==> src/rtl/mop_instr_sequencer.sv <==
// Eight-entry instruction buffer and execution sequencer for the MOP redirect path.
// Programs are loaded while idle, then run from entry 0, issuing source/target redirects.
module mop_instr_sequencer #(
  parameter int ID_W  = 4,
  parameter int DEPTH = 8
) (
  input  logic            clk_i,
  input  logic            rst_i,
  input  logic            ext_wr_i,
  input  logic [2:0]      ext_addr_i,
  input  logic [16:0]     ext_data_in_i,
  input  logic            start_i,
  input  logic            abort_i,
  input  logic            ready_i,
  output logic            valid_o,
  output logic [ID_W-1:0] source_o,
  output logic [ID_W-1:0] target_o,
  output logic            busy_o,
  output logic            done_o,
  output logic            wr_err_o,
  output logic [2:0]      pc_o
);

  typedef enum logic [2:0] {
    S_IDLE,
    S_FETCH,
    S_ISSUE,
    S_WAIT,
    S_DONE
  } state_e;

  localparam logic [1:0] OP_NOP   = 2'b00;
  localparam logic [1:0] OP_REDIR = 2'b01;
  localparam logic [1:0] OP_WAIT  = 2'b10;
  localparam logic [1:0] OP_HALT  = 2'b11;

  state_e          state_q, state_d;
  logic [2:0]      pc_q, pc_d;
  logic [ID_W-1:0] src_q, src_d;
  logic [ID_W-1:0] tgt_q, tgt_d;
  logic [7:0]      cnt_q, cnt_d;
  logic [DEPTH-1:0] loaded_q, loaded_d;
  logic            wr_err_q, wr_err_d;
  logic [16:0]     mem_q [DEPTH];

  logic            mem_we;
  logic            advance;
  logic [16:0]     instr;
  logic [1:0]      opcode;
  logic            unused_instr;

  assign instr        = mem_q[pc_q];
  assign opcode       = instr[16:15];
  assign unused_instr = ^instr;

  always_comb begin
    state_d  = state_q;
    pc_d     = pc_q;
    src_d    = src_q;
    tgt_d    = tgt_q;
    cnt_d    = cnt_q;
    loaded_d = loaded_q;
    mem_we   = 1'b0;
    advance  = 1'b0;
    wr_err_d = ext_wr_i && (state_q != S_IDLE);

    unique case (state_q)
      S_IDLE: begin
        // The write commits on the same edge as start, so FETCH sees the new word.
        if (ext_wr_i) begin
          mem_we               = 1'b1;
          loaded_d[ext_addr_i] = 1'b1;
        end
        if (start_i && !abort_i) begin
          state_d = S_FETCH;
          pc_d    = '0;
        end
      end
      S_FETCH: begin
        if (!loaded_q[pc_q] || opcode == OP_HALT) begin
          state_d = S_DONE;
        end else begin
          case (opcode)
            OP_NOP:   advance = 1'b1;
            OP_REDIR: begin
              src_d   = instr[8 +: ID_W];
              tgt_d   = instr[0 +: ID_W];
              state_d = S_ISSUE;
            end
            OP_WAIT: begin
              if (instr[7:0] == 8'd0) begin
                advance = 1'b1;
              end else begin
                cnt_d   = instr[7:0];
                state_d = S_WAIT;
              end
            end
            default: state_d = S_DONE;
          endcase
        end
      end
      S_ISSUE: begin
        if (ready_i) advance = 1'b1;
      end
      S_WAIT: begin
        if (cnt_q == 8'd1) advance = 1'b1;
        else               cnt_d   = cnt_q - 8'd1;
      end
      S_DONE: begin
        state_d = S_IDLE;
        pc_d    = '0;
      end
      default: state_d = S_IDLE;
    endcase

    if (advance) begin
      if (pc_q == 3'd7) begin
        state_d = S_DONE;
      end else begin
        pc_d    = pc_q + 3'd1;
        state_d = S_FETCH;
      end
    end

    if (abort_i && state_q != S_IDLE) begin
      state_d = S_IDLE;
      pc_d    = '0;
    end
  end

  always_ff @(posedge clk_i) begin
    if (rst_i) begin
      state_q  <= S_IDLE;
      pc_q     <= '0;
      src_q    <= '0;
      tgt_q    <= '0;
      cnt_q    <= '0;
      loaded_q <= '0;
      wr_err_q <= 1'b0;
    end else begin
      state_q  <= state_d;
      pc_q     <= pc_d;
      src_q    <= src_d;
      tgt_q    <= tgt_d;
      cnt_q    <= cnt_d;
      loaded_q <= loaded_d;
      wr_err_q <= wr_err_d;
    end
  end

  // Buffer contents need no reset; the loaded mask decides what is valid.
  always_ff @(posedge clk_i) begin
    if (mem_we) mem_q[ext_addr_i] <= ext_data_in_i;
  end

  assign valid_o  = (state_q == S_ISSUE);
  assign busy_o   = (state_q != S_IDLE);
  assign done_o   = (state_q == S_DONE);
  assign source_o = src_q;
  assign target_o = tgt_q;
  assign wr_err_o = wr_err_q;
  assign pc_o     = pc_q;

endmodule
==> config.mk <==
export PLATFORM = sky130hd
export DESIGN_NAME = mop_instr_sequencer
export DESIGN_NICKNAME = d
export VERILOG_FILES = /design/src/rtl/mop_instr_sequencer.sv
export SDC_FILE = /design/constraint.sdc
export NUM_CORES = 1
export LEC_CHECK = 0
export ABC_AREA = 0
export BUFFER_PORTS_ARGS = -buffer_cell sky130_fd_sc_hd__buf_2
export CORE_MARGIN = 2
export CORE_UTILIZATION = 52
export DETAILED_ROUTE_END_ITERATION = 10
export PLACE_DENSITY = 0.69
export RECOVER_POWER = 50
export SETUP_SLACK_MARGIN = 0.5
export SYNTH_ARGS = -nofsm -noshare
export SYNTH_HDL_FRONTEND = slang
export SYNTH_SLANG_ARGS = --single-unit
==> constraint.sdc <==
create_clock -name clk_i -period 3.2 [get_ports clk_i]
set_input_delay 0 -clock clk_i [delete_from_list [all_inputs] [get_ports clk_i]]
set_output_delay 0 -clock clk_i [all_outputs]
set_load 0.01 [all_outputs]
==> flow_metrics.env, run 1 <==
export IMPL_fin_nets=496
export IMPL_fillers=824
export IMPL_synth_cell_type_count=52
export IMPL_ys_flop_type="edfxtp_1"
export IMPL_htreeDepth=4
export IMPL_utilization_pct=63.39
export IMPL_numCtsBuffers=17
export IMPL_worst_setup_path_start_kind="register"
export IMPL_critPathCaptureType="register"
export IMPL_drt_wl_total_microns=12280
export IMPL_worstPathMaxFanout=12
export IMPL_async_reset_ff_share_pct=0
export IMPL_numPortBuffers=37
export IMPL_path_class="reg2reg"
export IMPL_wl_per_cell_microns=19.87
export IMPL_worst_ep_required_time_ns=3.50
export IMPL_fin_area_sq_um=7269
export IMPL_clk_latency_ns=0.41
export IMPL_power_density_nw_per_um2=566.6
export IMPL_yosys_area_top_type="edfxtp_1"
export IMPL_holdWs_ns=0.09807
export IMPL_drive_gt1_share_pct=21.68
export IMPL_drt_iter0_drc=237
export IMPL_yosys_warnings=0
export IMPL_die_w_microns=112.4
export IMPL_worst_path_max_delay_cell="dfxtp_1"
export IMPL_cts_max_path_buffers=2
export IMPL_grt_max_degree=31
export IMPL_finalSetupViolations=0
export IMPL_fmax_mhz=376.3
export IMPL_antenna_cells=0
export IMPL_synth_area_leaders="edfxtp_1 55%, dfxtp_1 10%, mux4_2 6.6%"
export IMPL_worst_path_buf_inv=2
export IMPL_cp_cell_sequence="clkbuf_1 > mux4_1 > mux2i_1 > nand4_1 > nor2_2 > buf_4 > o31a_2 > o21ba_1"
export IMPL_cts_sinks=143
export IMPL_hold_path_class="in2reg"
export IMPL_cp_top_family="multiplexers"
export IMPL_p_sw_share_pct=19.89
export IMPL_rows=39
export IMPL_status="complete, no violations"
export IMPL_slew_limit_headroom_pct=25.52
export IMPL_synth_most_common_cell="edfxtp_1"
export IMPL_syn_nets=420
export IMPL_grt_overflow_total=0
export IMPL_worst_path_stages=8
export IMPL_period_needed_ns=2.658
export IMPL_syn_inst=386
export IMPL_whs_path_depth=2
export IMPL_initial_core_util_pct=53.29
export IMPL_crit_arrival_ns=2.96
export IMPL_clock_skew_ns=0.005727
export IMPL_grt_pass1_vias=3569
export IMPL_leakagePower_uw=0.002440
export IMPL_tightest_slew_ns=1.117
export IMPL_drc=0
export IMPL_yosysTopAreaCellShare_pct=55.04
export IMPL_place_congestion=0.8984
export IMPL_pin_count=41
export IMPL_slew_viol_final=0
export IMPL_fp_dieH_microns=112.4
export IMPL_yosys_top_cells_count="112 x edfxtp_1, 43 x nor2_1, 31 x dfxtp_1, 19 x nand2_1, 18 x mux4_2"
export IMPL_cts_tree="yes"
export IMPL_clk_pin_slew_worst_paths_ns=0.06
export IMPL_power_frac_comb_pct=3.5
export IMPL_peakVddDrop_uv=315.9
export IMPL_antenna_found_initial=0
export IMPL_coreArea_sq_um=11470
export IMPL_hpwlAfterDp_microns=7620
export IMPL_rsz0062_at_grt="false"
export IMPL_period_share_pct=83.05
export IMPL_area_delta_synth_final_pct=18.96
export IMPL_firstDrtPassIters=5
export IMPL_synth_edf_count=112
export IMPL_die_area_sq_um=12630
export IMPL_syn_area_per_cell_sq_um=15.83
export IMPL_yosysSeqAreaShare_pct=65.19
export IMPL_vias=3571
export IMPL_fin_setup_tns_ns=0
export IMPL_ys_ff_latch=143
export IMPL_grt_pass1_wl_microns=19210
export IMPL_final_hold_violation_count=0
export IMPL_ant_nets=0
export IMPL_clockRootBuffer="clkbuf_16"
export IMPL_place_area_sq_um=6500
export IMPL_netlist_area_sq_um=6111
export IMPL_slowest_delay_ns=0.48
export IMPL_pwr_share_seq_pct=49.8
export IMPL_p_clk_share_pct=46.7
export IMPL_switchingPower_uw=819.4
export IMPL_track_usage_pct=20.49
export IMPL_drv_cap=0
export IMPL_via_per_inst=5.778
export IMPL_intPower_uw=3299
export IMPL_r2r_cells=8
## power groups by stage
| stage | registers (uW) | clock network (uW) | logic, uW |
|---|---|---|---|
| floorplan | 2090 | 0 | 72.0 |
| global placement | 2090 | 0 | 128 |
| detailed placement | 2090 | 0 | 133 |
| CTS | 2050 | 1960 | 148 |
| global route | 2050 | 2040 | 161 |
| finish | 2050 | 1920 | 146 |
## layout by cell type (no fill, tap or decap), drive strengths merged, types with 3 or more instances in the layout
master and n:
a211oi 9, a21oi 9, and2 3, buf 29
clkbuf 53, clkinv 5, dfxtp 31, dlygate4sd3 16
edfxtp 112, ha 8, inv 9, mux2i 18
mux4 30, nand2 19, nand2b 7, nand3 4
nand3b 4, nor2 44, nor2b 8, nor3 7
nor3b 4, o21ai 6, o22ai 5, o311ai 5
o31ai 4
## cell type report
class	instances	area, sq um	area share, %
flip-flops and latches	143	3988	54.85
multi-input cells	216	2018	27.76
clock buffers	22	474.2	6.523
repair buffers	76	470.5	6.472
well taps	143	178.9	2.461
clock inverters	10	110.1	1.515
inverters	8	30.03	0.4131
## worst paths after layout
path / slack [ns] / to / start
setup / recovery: 0.54 / state_q[1] / pc_o[1]
setup reg to reg: 0.54 / state_q[1] / pc_o[1]
hold reg to reg: 0.47 / loaded_q[3] / loaded_q[3]
hold / removal: 0.1 / cnt_q[3] / rst_i
## timing repair
item / in CTS / in global routing
buffers inserted: 0 / 2
pin swaps: 1 / 3
hold buffers: 16 / 0
hold endpoints to repair: 118 / 0
gates resized for setup: 1 / 15
cloned: 0 / 1
setup endpoints to repair: 14 / 22
## kinds of logic after synthesis
logic type                 count (synthesis)  synth area share [%]
and+or+nand+nor                          106                 8.333
DFF                                      143                 65.19
buffers and inverters                     27                 3.092
muxes                                     48                 14.86
AOI/OAI and AO/OA                         54                 6.880
adders and majority gates                  8                 1.638
## flip-flops by register name, summed over array words and instances, names as in the netlist
| signal | count |
|---|---|
| cnt_q | 8 |
| loaded_q | 8 |
| mem_q | 112 |
| pc_o | 3 |
| source_o | 4 |
| state_q | 3 |
| target_o | 4 |
| wr_err_o | 1 |
## metrics by stage
| step | power [uW] | worst slack [ns] | std cells |
|---|---|---|---|
| after floorplan | 2159 | 0.4581 | 386 |
| after global placement | 2215 | 0.5243 | 567 |
| after detailed placement | 2222 | 0.4681 | 567 |
| after CTS | 4156 | 0.5096 | 615 |
| after global routing | 4255 | 0.3756 | 618 |
| final | 4119 | 0.5423 | 618 |
## routing by layer
metal	share of wire, %	GRT usage (%)	wire (microns)	up-vias
li1	-	-	-	1672
met1	44	27.50	5346	1772
met2	50	32.69	6102	110
met3	5.2	5.508	635	17
met4	1.6	7.317	192	0
met5	0	0	0	-
(Power assumes the default switching activity.)
==> inputs of run 2 (changes only) <==
Settings changed: ABC_AREA 0 to 1.
Clock period 3.2 ns to 2.3 ns, I/O delays scaled along.
==> run 2 against run 1 <==
Clock power increased by 45%; via count rose by 38%; flip-flop and latch count is the same; clock skew is 0.0038 ns higher; total power rose by 52%; worst hold slack better by 0.025 ns; area after synthesis up 2.5%; global-route usage up 4.9 points; utilization up 5.3 points; die area grew 2.4%; critical path type unchanged; critical endpoint is now state_q[0]; highest routed layer unchanged.
==> flow_metrics.env, run 2 <==
export IMPL_status="complete, no violations"
export IMPL_reg_largest_list="mem_q (112), cnt_q (8), loaded_q (8)"
export IMPL_grt_max_degree=31
export IMPL_yosys_area_top_type="edfxtp_1"
export IMPL_grt_overflow_total=0
export IMPL_wl_per_cell_microns=17.53
export IMPL_fin_nets=780
export IMPL_drv_cap=0
export IMPL_cts_sinks=143
export IMPL_yosys_top_cells_count="135 x nand2_1, 112 x edfxtp_1, 89 x nor2_1, 76 x inv_1, 46 x o21ai_0"
export IMPL_critPathCaptureType="register"
export IMPL_track_usage_pct=25.40
export IMPL_use_met2_pct=41.48
export IMPL_hold_path_class="in2reg"
export IMPL_switchingPower_uw=1471
export IMPL_rsz0062_at_grt="true"
export IMPL_clockRootBuffer="clkbuf_16"
export IMPL_vias=4917
export IMPL_hpwlAfterDp_microns=8762
export IMPL_pin_count=41
export IMPL_via_per_inst=5.427
export IMPL_ys_flop_type="edfxtp_1"
export IMPL_coreArea_sq_um=11860
export IMPL_path_class="reg2reg"
export IMPL_place_congestion=0.7997
export IMPL_period_share_pct=94.56
export IMPL_layout_common_cells="127 x nand2_1, 112 x edfxtp_1, 69 x inv_1, 69 x nor2_1, 40 x nand3_1"
export IMPL_async_reset_ff_share_pct=0
export IMPL_top_register="mem_q"
export IMPL_intPower_uw=4807
export IMPL_area_delta_synth_final_pct=30.06
export IMPL_layout_commonest_cell="nand2_1"
export IMPL_clock_skew_ns=0.009540
export IMPL_yosysTopAreaCellShare_pct=53.68
export IMPL_slew_limit_headroom_pct=36.81
export IMPL_busiest_layer="met2"
export IMPL_tightest_slew_ns=0.9379
export IMPL_worst_setup_path_start_kind="register"
export IMPL_fmax_mhz=459.8
export IMPL_rows=40
export IMPL_die_area_sq_um=12940
export IMPL_slew_viol_final=0
export IMPL_grt_pass1_wl_microns=24400
export IMPL_drc=0
export IMPL_worstPathMaxFanout=8
export IMPL_crit_arrival_ns=2.50
export IMPL_drt_wl_total_microns=15880
export IMPL_ant_nets=0
export IMPL_synth_most_common_cell="nand2_1"
export IMPL_ys_ff_latch=143
export IMPL_use_met1_pct=31.83
export IMPL_fin_cells=906
export IMPL_clk_pin_slew_worst_paths_ns=0.06
export IMPL_synth_cell_type_count=33
export IMPL_syn_nets=671
export IMPL_p_sw_share_pct=23.43
export IMPL_antenna_cells=0
export IMPL_netlist_area_sq_um=6265
export IMPL_die_w_microns=113.8
export IMPL_antenna_found_initial=0
export IMPL_period_needed_ns=2.175
export IMPL_final_hold_violation_count=0
export IMPL_syn_area_per_cell_sq_um=9.835
export IMPL_cts_max_path_buffers=2
export IMPL_synth_area_leaders="edfxtp_1 54%, dfxtp_1 9.9%, nand2_1 8.1%"
export IMPL_synth_edf_count=112
export IMPL_p_clk_share_pct=44.5
export IMPL_numPortBuffers=37
export IMPL_leakagePower_uw=0.003268
export IMPL_met3_usage_pct=6.801
export IMPL_holdWs_ns=0.1226
export IMPL_pwr_share_seq_pct=46.3
export IMPL_drive_gt1_share_pct=23.45
export IMPL_worst_ep_required_time_ns=2.62
export IMPL_dp_cells=826
export IMPL_yosys_warnings=0
export IMPL_initial_core_util_pct=52.82
export IMPL_power_density_nw_per_um2=770.5
export IMPL_yosysSeqAreaShare_pct=63.59
export IMPL_grt_pass1_vias=4848
export IMPL_fp_dieH_microns=113.8
export IMPL_clk_latency_ns=0.43
export IMPL_firstDrtPassIters=7
export IMPL_htreeDepth=4
export IMPL_cts_tree="yes"
export IMPL_numCtsBuffers=17
export IMPL_finalSetupViolations=0
export IMPL_power_frac_comb_pct=9.2
export IMPL_peakVddDrop_uv=616.8
export IMPL_drt_iter0_drc=454
export IMPL_syn_inst=637
export IMPL_largest_register_ffs=112
## run 2: changes by cell type after synthesis, moves of 18 or more
cell     change
nand3_1     +39
mux4_2      -18
nor2_1      +46
inv_1       +68
nand2_1    +116
o21ai_0     +40
## run 2: cell type report
class / count / area [sq um]
multi-input combinational: 388 / 2067
tap: 147 / 183.9
timing repair inverter: 1 / 8.758
inverter: 81 / 325.3
sequential: 143 / 3994
timing repair buffer: 114 / 973.4
fill: 866 / 3714
clock buffer: 19 / 432.9
clock inverter: 13 / 162.7
## run 2: critical path: stages, from the launching register on
cell	delay [ns]
dfxtp_4	0.41
buf_12	0.13
o21ai_2	0.05
o22ai_1	0.22
inv_1	0.11
o21ai_4	0.20
buf_6	0.14
ha_4	0.13
nor2_4	0.04
inv_2	0.07
nor2_4	0.04
nand2_2	0.10
nand2_4	0.10
nand2_4	0.10
nand2_4	0.06
nor2_4	0.11
nor2_2	0.04
## run 2: cells by family (layout without fill, tap and decap cells)
group | Yosys count | in the layout | share of synthesized area [%]
fa+ha+maj | 8 | 8 | 1.598
buf+inv | 107 | 228 | 7.709
compound gates | 94 | 94 | 8.288
xor+xnor | 3 | 3 | 0.4195
simple gates | 282 | 283 | 18.39
flops | 143 | 143 | 63.59
## run 2: per-stage QoR
step | instance area, sq um | TNS (ns) | worst slack, ns | total power (uW) | util [%]
2_1_floorplan | 6364 | 0 | 0.1303 | 3214 | -
3_3_place_gp | 6784 | 0 | 0.05054 | 3366 | 57.19
3_5_place_dp | 6784 | -0.1286 | -0.08043 | 3378 | 57.19
4_1_cts | 7946 | 0 | 0.2350 | 6235 | 66.99
5_1_grt | 8148 | 0 | 0.03173 | 6473 | 68.69
6_report | 8148 | 0 | 0.1252 | 6278 | 68.69
## run 2: per-layer routing
layer	vias to the layer above	wire length (microns)	share of wire (%)
li1	2345	-	-
met3	38	1121	7.1
met1	2339	6491	41
met4	0	396	2.5
met2	195	7870	50
met5	-	0	0
## run 2: final timing paths
path,start,to,slack (ns),cells past startpoint
max,pc_o[0],state_q[0],0.13,16
min reg2reg,loaded_q[2],loaded_q[2],0.47,2
min,ext_addr_i[1],mem_q[0][16],0.12,3
max reg2reg,pc_o[0],state_q[0],0.13,16
## run 2: power by group through the flow
stage,registers (uW),clock network [uW],logic (uW)
after global routing,2910,2930,627
after CTS,2900,2810,521
after detailed placement,2960,0,421
after global placement,2960,0,411
after floorplan,2950,0,262
final,2910,2790,578
## run 2: repair_timing
action                                 CTS  global route
hold buffers                            18             0
setup endpoints to repair              137           126
setup buffers                           18             6
gates cloned                             4             2
pin swaps                               21            18
resized for setup                       64            52
endpoints found under the hold margin  124             0
